--- src/rtl/core_pkg.sv ---
`default_nettype none
// ============================================================
// core_pkg: shared encodings for the RV32IM pipeline stages
// Rev 1.0
// ============================================================
package core_pkg;

  typedef enum logic [3:0] {
    ALU_ADD   = 4'd0,
    ALU_SUB   = 4'd1,
    ALU_AND   = 4'd2,
    ALU_OR    = 4'd3,
    ALU_XOR   = 4'd4,
    ALU_SLL   = 4'd5,
    ALU_SRL   = 4'd6,
    ALU_SRA   = 4'd7,
    ALU_SLT   = 4'd8,
    ALU_SLTU  = 4'd9,
    ALU_PASSB = 4'd10,
    ALU_AUIPC = 4'd11
  } alu_ctrl_e;

  localparam logic [1:0] FWD_REGFILE = 2'b00;
  localparam logic [1:0] FWD_WB      = 2'b01;
  localparam logic [1:0] FWD_MEM     = 2'b10;

  localparam logic [1:0] RES_ALU = 2'b00;
  localparam logic [1:0] RES_MEM = 2'b01;
  localparam logic [1:0] RES_PC4 = 2'b10;

  localparam logic [2:0] F3_BEQ  = 3'b000;
  localparam logic [2:0] F3_BNE  = 3'b001;
  localparam logic [2:0] F3_BLT  = 3'b100;
  localparam logic [2:0] F3_BGE  = 3'b101;
  localparam logic [2:0] F3_BLTU = 3'b110;
  localparam logic [2:0] F3_BGEU = 3'b111;

  localparam logic [2:0] F3_MUL    = 3'b000;
  localparam logic [2:0] F3_MULH   = 3'b001;
  localparam logic [2:0] F3_MULHSU = 3'b010;
  localparam logic [2:0] F3_MULHU  = 3'b011;
  localparam logic [2:0] F3_DIV    = 3'b100;
  localparam logic [2:0] F3_DIVU   = 3'b101;
  localparam logic [2:0] F3_REM    = 3'b110;
  localparam logic [2:0] F3_REMU   = 3'b111;

  typedef struct packed {
    logic [4:0]  rd;
    logic        rf_we;
    logic [31:0] alu_result;
    logic [31:0] pc_plus;
    logic [1:0]  result_src;
    logic        dm_we;
    logic [2:0]  funct3;
    logic [31:0] store_data;
  } ex_out_t;

  function automatic logic [31:0] fwd_mux(input logic [1:0]  sel,
                                          input logic [31:0] rf,
                                          input logic [31:0] wb,
                                          input logic [31:0] mem);
    case (sel)
      FWD_WB:  return wb;
      FWD_MEM: return mem;
      default: return rf;
    endcase
  endfunction

endpackage
`default_nettype wire

--- src/rtl/divider_seq.sv ---
`default_nettype none
// ============================================================
// divider_seq: 32-iteration restoring divider, DIV/DIVU/REM/REMU
// Rev 1.0
// ============================================================
module divider_seq (
  input  logic        clk,
  input  logic        rst,
  input  logic        abort,
  input  logic        start,
  input  logic [1:0]  op,
  input  logic [31:0] a,
  input  logic [31:0] b,
  output logic        busy,
  output logic        done,
  output logic [31:0] result
);

  typedef enum logic [1:0] {
    DIV_IDLE = 2'd0,
    DIV_BUSY = 2'd1,
    DIV_DONE = 2'd2
  } div_state_e;

  div_state_e  state_q;
  logic [4:0]  cnt_q;
  logic [31:0] quo_q, rem_q, dvs_q;
  logic        neg_quo_q, neg_rem_q, is_rem_q;

  logic        signed_op, is_rem, a_neg, b_neg;
  logic        div_zero, overflow, special;
  logic [31:0] a_mag, b_mag, special_res, quo_fix, rem_fix;
  logic [32:0] rem_shift, trial;

  // op[0] selects unsigned, op[1] selects remainder (funct3[1:0])
  assign signed_op = ~op[0];
  assign is_rem    = op[1];
  assign a_neg     = signed_op & a[31];
  assign b_neg     = signed_op & b[31];
  assign a_mag     = a_neg ? (32'd0 - a) : a;
  assign b_mag     = b_neg ? (32'd0 - b) : b;

  assign div_zero    = (b == 32'd0);
  assign overflow    = signed_op && (a == 32'h8000_0000) && (b == 32'hFFFF_FFFF);
  assign special     = div_zero | overflow;
  assign special_res = div_zero ? (is_rem ? a : 32'hFFFF_FFFF)
                                : (is_rem ? 32'd0 : 32'h8000_0000);

  assign rem_shift = {rem_q, quo_q[31]};
  assign trial     = rem_shift - {1'b0, dvs_q};

  assign quo_fix = neg_quo_q ? (32'd0 - quo_q) : quo_q;
  assign rem_fix = neg_rem_q ? (32'd0 - rem_q) : rem_q;

  assign busy   = !rst && !abort &&
                  (((state_q == DIV_IDLE) && start && !special) || (state_q == DIV_BUSY));
  assign done   = (state_q == DIV_DONE);
  assign result = done ? (is_rem_q ? rem_fix : quo_fix) : special_res;

  always_ff @(posedge clk) begin
    if (rst || abort) begin
      state_q <= DIV_IDLE;
      cnt_q   <= 5'd0;
    end else begin
      case (state_q)
        DIV_IDLE: begin
          if (start && !special) begin
            state_q   <= DIV_BUSY;
            cnt_q     <= 5'd31;
            quo_q     <= a_mag;
            rem_q     <= 32'd0;
            dvs_q     <= b_mag;
            neg_quo_q <= a_neg ^ b_neg;
            neg_rem_q <= a_neg;
            is_rem_q  <= is_rem;
          end
        end
        DIV_BUSY: begin
          // trial[32] set means the subtraction went negative: restore
          if (!trial[32]) begin
            rem_q <= trial[31:0];
            quo_q <= {quo_q[30:0], 1'b1};
          end else begin
            rem_q <= rem_shift[31:0];
            quo_q <= {quo_q[30:0], 1'b0};
          end
          if (cnt_q == 5'd0) state_q <= DIV_DONE;
          else               cnt_q   <= cnt_q - 5'd1;
        end
        DIV_DONE: state_q <= DIV_IDLE;
        default:  state_q <= DIV_IDLE;
      endcase
    end
  end

endmodule
`default_nettype wire

--- src/rtl/stage_execute.sv ---
`default_nettype none
// ============================================================
// stage_execute: RV32IM execute stage (ALU, MUL, branch, DIV)
// Rev 1.0
// ============================================================
module stage_execute
  import core_pkg::*;
#(
  parameter int XLEN     = 32,
  parameter bit ENABLE_M = 1'b1
) (
  input  logic            clk,
  input  logic            rst,
  input  logic            flush,
  input  logic            decode_valid,
  input  logic [XLEN-1:0] decode_rs1_data,
  input  logic [XLEN-1:0] decode_rs2_data,
  input  logic [XLEN-1:0] decode_imm,
  input  logic [XLEN-1:0] decode_instr_addr,
  input  logic [XLEN-1:0] decode_instr_addr_plus,
  input  logic [3:0]      decode_alu_ctrl,
  input  logic            decode_alu_src,
  input  logic            decode_muldiv,
  input  logic [2:0]      decode_funct3,
  input  logic            decode_branch,
  input  logic            decode_jump,
  input  logic            decode_jalr,
  input  logic [4:0]      decode_rd,
  input  logic            decode_regfile_wr_enable,
  input  logic            decode_datamem_wr_enable,
  input  logic [1:0]      decode_result_src,
  input  logic [1:0]      forward_a,
  input  logic [1:0]      forward_b,
  input  logic [XLEN-1:0] wb_result,
  input  logic [XLEN-1:0] mem_alu_result,
  output logic            stall,
  output logic            pc_src,
  output logic [XLEN-1:0] branch_target,
  output logic [4:0]      execute_rd,
  output logic            execute_regfile_wr_enable,
  output logic [XLEN-1:0] execute_alu_result,
  output logic [XLEN-1:0] execute_instr_addr_plus,
  output logic [1:0]      execute_result_src,
  output logic            execute_datamem_wr_enable,
  output logic [2:0]      execute_funct3,
  output logic [XLEN-1:0] execute_wr_datamem_data
);

  alu_ctrl_e       alu_op;
  logic [XLEN-1:0] rs1_fwd, rs2_fwd, op_b, alu_res, exe_res, jalr_sum;
  logic [2*XLEN-1:0] mul_a_ext, mul_b_ext, prod;
  logic [XLEN-1:0] mul_res, div_res;
  logic            mul_a_signed, mul_b_signed, taken, div_start, div_busy, div_done;
  ex_out_t         ex_d, ex_q;

  assign alu_op  = alu_ctrl_e'(decode_alu_ctrl);
  assign rs1_fwd = fwd_mux(forward_a, decode_rs1_data, wb_result, mem_alu_result);
  assign rs2_fwd = fwd_mux(forward_b, decode_rs2_data, wb_result, mem_alu_result);
  assign op_b    = decode_alu_src ? decode_imm : rs2_fwd;

  always_comb begin
    alu_res = '0;
    case (alu_op)
      ALU_ADD:   alu_res = rs1_fwd + op_b;
      ALU_SUB:   alu_res = rs1_fwd - op_b;
      ALU_AND:   alu_res = rs1_fwd & op_b;
      ALU_OR:    alu_res = rs1_fwd | op_b;
      ALU_XOR:   alu_res = rs1_fwd ^ op_b;
      ALU_SLL:   alu_res = rs1_fwd << op_b[4:0];
      ALU_SRL:   alu_res = rs1_fwd >> op_b[4:0];
      ALU_SRA:   alu_res = $signed(rs1_fwd) >>> op_b[4:0];
      ALU_SLT:   alu_res = {{(XLEN-1){1'b0}}, $signed(rs1_fwd) < $signed(op_b)};
      ALU_SLTU:  alu_res = {{(XLEN-1){1'b0}}, rs1_fwd < op_b};
      ALU_PASSB: alu_res = op_b;
      ALU_AUIPC: alu_res = decode_instr_addr + op_b;
      default:   alu_res = '0;
    endcase
  end

  // Sign-extending to 2*XLEN lets one unsigned product serve all four MUL flavours
  assign mul_a_signed = !(decode_funct3[1] && decode_funct3[0]);
  assign mul_b_signed = !decode_funct3[1];
  assign mul_a_ext    = {{XLEN{mul_a_signed & rs1_fwd[XLEN-1]}}, rs1_fwd};
  assign mul_b_ext    = {{XLEN{mul_b_signed & rs2_fwd[XLEN-1]}}, rs2_fwd};
  assign prod         = mul_a_ext * mul_b_ext;
  assign mul_res      = (decode_funct3[1:0] == 2'b00) ? prod[XLEN-1:0] : prod[2*XLEN-1:XLEN];

  assign div_start = decode_valid && decode_muldiv && decode_funct3[2] && ENABLE_M && !flush;

  divider_seq u_divider (
    .clk    (clk),
    .rst    (rst),
    .abort  (flush),
    .start  (div_start),
    .op     (decode_funct3[1:0]),
    .a      (rs1_fwd),
    .b      (rs2_fwd),
    .busy   (div_busy),
    .done   (div_done),
    .result (div_res)
  );

  always_comb begin
    taken = 1'b0;
    case (decode_funct3)
      F3_BEQ:  taken = (rs1_fwd == rs2_fwd);
      F3_BNE:  taken = (rs1_fwd != rs2_fwd);
      F3_BLT:  taken = ($signed(rs1_fwd) <  $signed(rs2_fwd));
      F3_BGE:  taken = ($signed(rs1_fwd) >= $signed(rs2_fwd));
      F3_BLTU: taken = (rs1_fwd <  rs2_fwd);
      F3_BGEU: taken = (rs1_fwd >= rs2_fwd);
      default: taken = 1'b0;
    endcase
  end

  assign jalr_sum      = rs1_fwd + decode_imm;
  assign branch_target = decode_jalr ? {jalr_sum[XLEN-1:1], 1'b0} : (decode_instr_addr + decode_imm);
  assign stall         = div_busy;
  assign pc_src        = !rst && !flush && decode_valid && !stall &&
                         (decode_jump || (decode_branch && taken));

  always_comb begin
    exe_res = alu_res;
    if (decode_muldiv) exe_res = !ENABLE_M ? '0 : (decode_funct3[2] ? div_res : mul_res);
  end

  always_comb begin
    ex_d = '0;
    if (decode_valid && !stall) begin
      ex_d.rd         = decode_rd;
      ex_d.rf_we      = decode_regfile_wr_enable;
      ex_d.alu_result = exe_res;
      ex_d.pc_plus    = decode_instr_addr_plus;
      ex_d.result_src = decode_result_src;
      ex_d.dm_we      = decode_datamem_wr_enable;
      ex_d.funct3     = decode_funct3;
      ex_d.store_data = rs2_fwd;
    end
  end

  always_ff @(posedge clk) begin
    if (rst || flush) ex_q <= '0;
    else              ex_q <= ex_d;
  end

  assign execute_rd                = ex_q.rd;
  assign execute_regfile_wr_enable = ex_q.rf_we;
  assign execute_alu_result        = ex_q.alu_result;
  assign execute_instr_addr_plus   = ex_q.pc_plus;
  assign execute_result_src        = ex_q.result_src;
  assign execute_datamem_wr_enable = ex_q.dm_we;
  assign execute_funct3            = ex_q.funct3;
  assign execute_wr_datamem_data   = ex_q.store_data;

endmodule
`default_nettype wire

--- config.mk ---
export PLATFORM = sky130hd
export DESIGN_NAME = stage_execute
export DESIGN_NICKNAME = d
export VERILOG_FILES = /design/src/rtl/core_pkg.sv /design/src/rtl/divider_seq.sv /design/src/rtl/stage_execute.sv
export SDC_FILE = /design/constraint.sdc
export NUM_CORES = 2
export LEC_CHECK = 0
export ABC_AREA = 1
export BUFFER_PORTS_ARGS = -buffer_cell sky130_fd_sc_hd__buf_2
export CORE_ASPECT_RATIO = 0.9
export CORE_MARGIN = 1.5
export CORE_UTILIZATION = 59
export DETAILED_ROUTE_END_ITERATION = 6
export PLACE_DENSITY = 0.81
export SLEW_MARGIN = 20
export SYNTH_ARGS = -nofsm -noshare
export SYNTH_HDL_FRONTEND = slang
export SYNTH_SLANG_ARGS = --single-unit
--- constraint.sdc ---
create_clock -name clk -period 8.3 [get_ports clk]
set_clock_uncertainty 0.05 [all_clocks]
set_input_delay 0.83 -clock clk [delete_from_list [all_inputs] [get_ports clk]]
set_output_delay 0.83 -clock clk [all_outputs]
set_load 0.02 [all_outputs]
==> results of run 1 <==
[kinds of logic after synthesis]
kind of cell	count (synthesis)	synth area share (%)
AOI/OAI and AO/OA	1385	11.3
xor gates and xnor gates	117	1.50
adders and majority gates	1638	42.6
buffers and inverters	2193	12.3
DFF	214	7.75
muxes	2	0.0312
and+or+nand+nor	4076	24.5
[metal layers]
metal	global-route usage, %	GRT overflow
met5	55.9	11
met4	75.2	286
met3	75.7	106
met1	87.4	146
met2	94.9	620
[through the flow]
stage | setup slack, ns | TNS, ns | cell area [sq um]
floorplan | -0.0120 | -0.0224 | 68300
global placement | -1.84 | -45.08 | 79100
detailed placement | -2.04 | -47.77 | 79100
CTS | -0.179 | -2.90 | 82800
[what timing repair did]
item / CTS
hold buffers: 0
setup endpoints to repair: 32
cloned: 4
pin swaps: 188
resized for setup: 559
buffers inserted: 82
==> flow_metrics.py, run 1 <==
metrics = {
    "outcome": {
        "status": "aborted with a tool error",
        "lastStage": "5_1_grt",
        "firstError": "[ERROR GRT-0232] Routing congestion too high. Check the congestion heatmap in the GUI.",
    },
    "synth": {
        "synth_common_cells": "nand2_1, inv_1, fa_1",
        "synth-edff-count": 99,
        "netlist_area_sq_um": 68100,
        "ys.flop_type": "dfxtp_1",
        "yosysSeqAreaShare_pct": 7.75,
        "yosysTopAreaCell": "fa_1",
        "synth_top_area_share_pct": 33.2,
        "synthArstFlopShare_pct": 0,
        "synth.most_common_cell": "nand2_1",
        "syn_inst": 9625,
        "synth.area.top_cells": "fa_1, nand2_1, inv_1",
        "yosysUniqueCellTypes": 58,
        "synthesis.nets": 11516,
        "yosysWarnings": 0,
        "postSynthAreaPerCell_sq_um": 7.07,
        "synth_seq_cells": 214,
    },
    "floorplanning": {
        "std_cell_rows": 118,
        "fp.dieW_um": 361,
        "die_y_um": 325,
        "pin_count": 395,
        "start_util_pct": 59.4,
    },
    "global_route": {
        "grt.overflow.total": 1169,
        "grt_max_degree": 72,
        "grt_usage_pct": 84.5,
    },
    "cts": {
        "cts_sinks": 214,
        "htreeDepth": 1,
        "numCtsBuffers": 24,
        "cts-root-buf": "clkbuf_16",
        "ctsLongestPathBuffers": 3,
    },
    "placement": {
        "place_hpwl_um": 296000,
        "dpl.cell_count": 12066,
        "port_buffers": 394,
        "place_congestion": 1.27,
    },
}
==> run 2: changes to the inputs <==
CORE_ASPECT_RATIO = unset   (was 0.9)
CORE_UTILIZATION = 40   (was 59)
PLACE_DENSITY = unset   (was 0.81)
PLACE_DENSITY_LB_ADDON = 0.15   (was unset)
clock period = 10.8 ns   (was 8.3 ns; I/O delays follow)
==> run 2 against run 1 <==
  * The flow now finishes, with violations (DRC)
  * Area after synthesis unchanged
  * Synthesized cell count unchanged
==> flow_metrics.py, run 2 <==
metrics = {
    "setup_path": {
        "crit_fanout": 16,
        "crit_top_cell": "fa_1",
        "cpPeakStageDelay_ns": 0.75,
        "crit_required_ns": 11.28,
        "crit_type": "primary input to register",
        "cpMaxStageDelayCell": "clkinv_1",
        "end_kind": "register",
        "start_kind": "primary input",
        "critPathArrivalTime_ns": 11.01,
    },
    "cts": {
        "clkSlewWorstSetupHoldPaths_ns": 0.08,
        "postCtsSetupBuffers": 0,
        "ctsLongestPathBuffers": 3,
        "htreeDepth": 1,
        "cts_tree": "built",
        "numCtsBuffers": 24,
        "clock_latency_ns": 0.61,
        "cts-root-buf": "clkbuf_16",
        "postCtsHoldBufs": 0,
        "post_cts_resized": 0,
        "cts_sinks": 214,
    },
    "synth": {
        "netlist_area_sq_um": 68100,
        "synth_seq_cells": 214,
        "synth.area.top_cells": "fa_1, nand2_1, inv_1",
        "syn_inst": 9625,
        "synth_common_cells": "nand2_1, inv_1, fa_1",
        "synth-edff-count": 99,
        "synth.most_common_cell": "nand2_1",
        "synth_top_area_share_pct": 33.2,
        "yosysUniqueCellTypes": 58,
        "yosysTopAreaCell": "fa_1",
        "yosysWarnings": 0,
        "synthArstFlopShare_pct": 0,
        "postSynthAreaPerCell_sq_um": 7.07,
        "ys.flop_type": "dfxtp_1",
        "yosysSeqAreaShare_pct": 7.75,
        "synthesis.nets": 11516,
    },
    "floorplanning": {
        "core_area_sq_um": 169000,
        "fp.dieW_um": 416,
        "pin_count": 395,
        "die_y_um": 416,
        "dieArea_sq_um": 173000,
        "std_cell_rows": 151,
        "start_util_pct": 40.2,
    },
    "cells_and_area": {
        "final_cell_mix": "nand2_1, inv_1, fa_1, nor2_1, nand3_1",
        "final_common_cell": "nand2_1",
        "final_area_sq_um": 76200,
        "drive_gt1_share_pct": 9.96,
        "fill_cells": 17808,
        "area_delta_synth_final_pct": 11.9,
        "nets": 11951,
    },
    "global_route": {
        "top_usage_layer": "met2",
        "grt_pass1_wl_um": 522000,
        "use_met1_pct": 56.7,
        "grtUsageMet3_pct": 10.0,
        "grt_usage_pct": 42.6,
        "met2_usage_pct": 62.8,
        "grt_pass1_vias": 70256,
        "grt.overflow.total": 0,
        "antenna_found_initial": 38,
        "grt_max_degree": 72,
    },
    "job": {
        "drv_cap": 0,
    },
    "timing": {
        "fin_ws_ns": 0.277,
        "finalMaxSlewViolations": 0,
        "relSlewSlack_pct": 15.9,
        "rsz0062_at_grt": "no",
        "hold_viol_final": 0,
        "min_period_over_period_pct": 97.4,
        "worst_pin_slew_ns": 1.26,
        "clock.fmax_mhz": 95.0,
        "setup_viol": 0,
        "min_period_ns": 10.52,
    },
    "detailed_routing": {
        "drtIter0Drc": 7940,
        "drt.antenna.violating_nets": 0,
        "drc": 3,
        "post_drt_wl_per_cell_um": 30.2,
        "dr.pass1.iters": 7,
        "viasPerCell": 5.77,
        "dr_total_vias": 71145,
        "routed_wl_um": 372000,
    },
    "outcome": {
        "violations": "DRC",
        "status": "finished with violations",
    },
    "placement": {
        "place_ws_ns": -0.396,
        "place_hpwl_um": 305000,
        "port_buffers": 394,
        "placed_area_sq_um": 75400,
        "place_congestion": 1.05,
    },
    "min_path": {
        "min_path_type": "register to register",
    },
}
## run 2: cell type report
| cell class | instances | area [sq um] | area share [%] |
|---|---|---|---|
| antenna | 29 | 72.6 | 0.0952 |
| timing repair buffer | 820 | 5800 | 7.61 |
| multi-input combinational | 7218 | 54800 | 72.0 |
| sequential | 214 | 5280 | 6.92 |
| tap | 2218 | 2780 | 3.64 |
| clock buffer | 31 | 647 | 0.849 |
| clock inverter | 12 | 110 | 0.144 |
| inverter | 1782 | 6690 | 8.78 |
## run 2: logic make-up after synthesis
kind of cell | synth area share (%)
xor gates and xnor gates | 1.50
muxes | 0.0312
buffers and inverters | 12.3
and+or+nand+nor | 24.5
AOI/OAI and AO/OA | 11.3
adders and majority gates | 42.6
DFF | 7.75
## run 2: final timing paths
path	from	endpoint	slack [ns]	depth (start not counted)
max	forward_b[0]	execute_alu_result[25]	0.28	32
min	u_divider.cnt_q[4]	u_divider.cnt_q[4]	0.46	2
max reg2reg	u_divider.quo_q[31]	u_divider.rem_q[28]	6.18	18
min reg2reg	u_divider.cnt_q[4]	u_divider.cnt_q[4]	0.46	2
## run 2: worst max-delay path, delay by kind of cell
family                   cells  cell delay [ns]
AND/OR/NAND/NOR              6             0.87
AO/OA/AOI/OAI                8             1.74
buffers and inverters        8             2.34
adder cells (fa/ha/maj)     10             4.90
## run 2: routing by layer
metal / routed length (um) / vias up
li1: - / 30814
met2: 155000 / 4017
met1: 152000 / 35396
met3: 38100 / 896
met5: 152 / -
met4: 27300 / 22
## run 2: metrics by stage
step                      setup TNS, ns  hold WS, ns  util [%]  instances
final                                 0        0.463      45.0      12324
after global routing                  0        0.499      45.0      12315
after CTS                             0        0.461      45.0      12295
after detailed placement         -0.558        0.449      44.5      12252
after global placement           -0.451        0.453      44.5      12252
after floorplan                       0        0.426         -       9625
Power of run 2 is left out: the tool's default activity adds up to more than one toggle a clock period on the data nets, which glitch-free logic cannot reach.
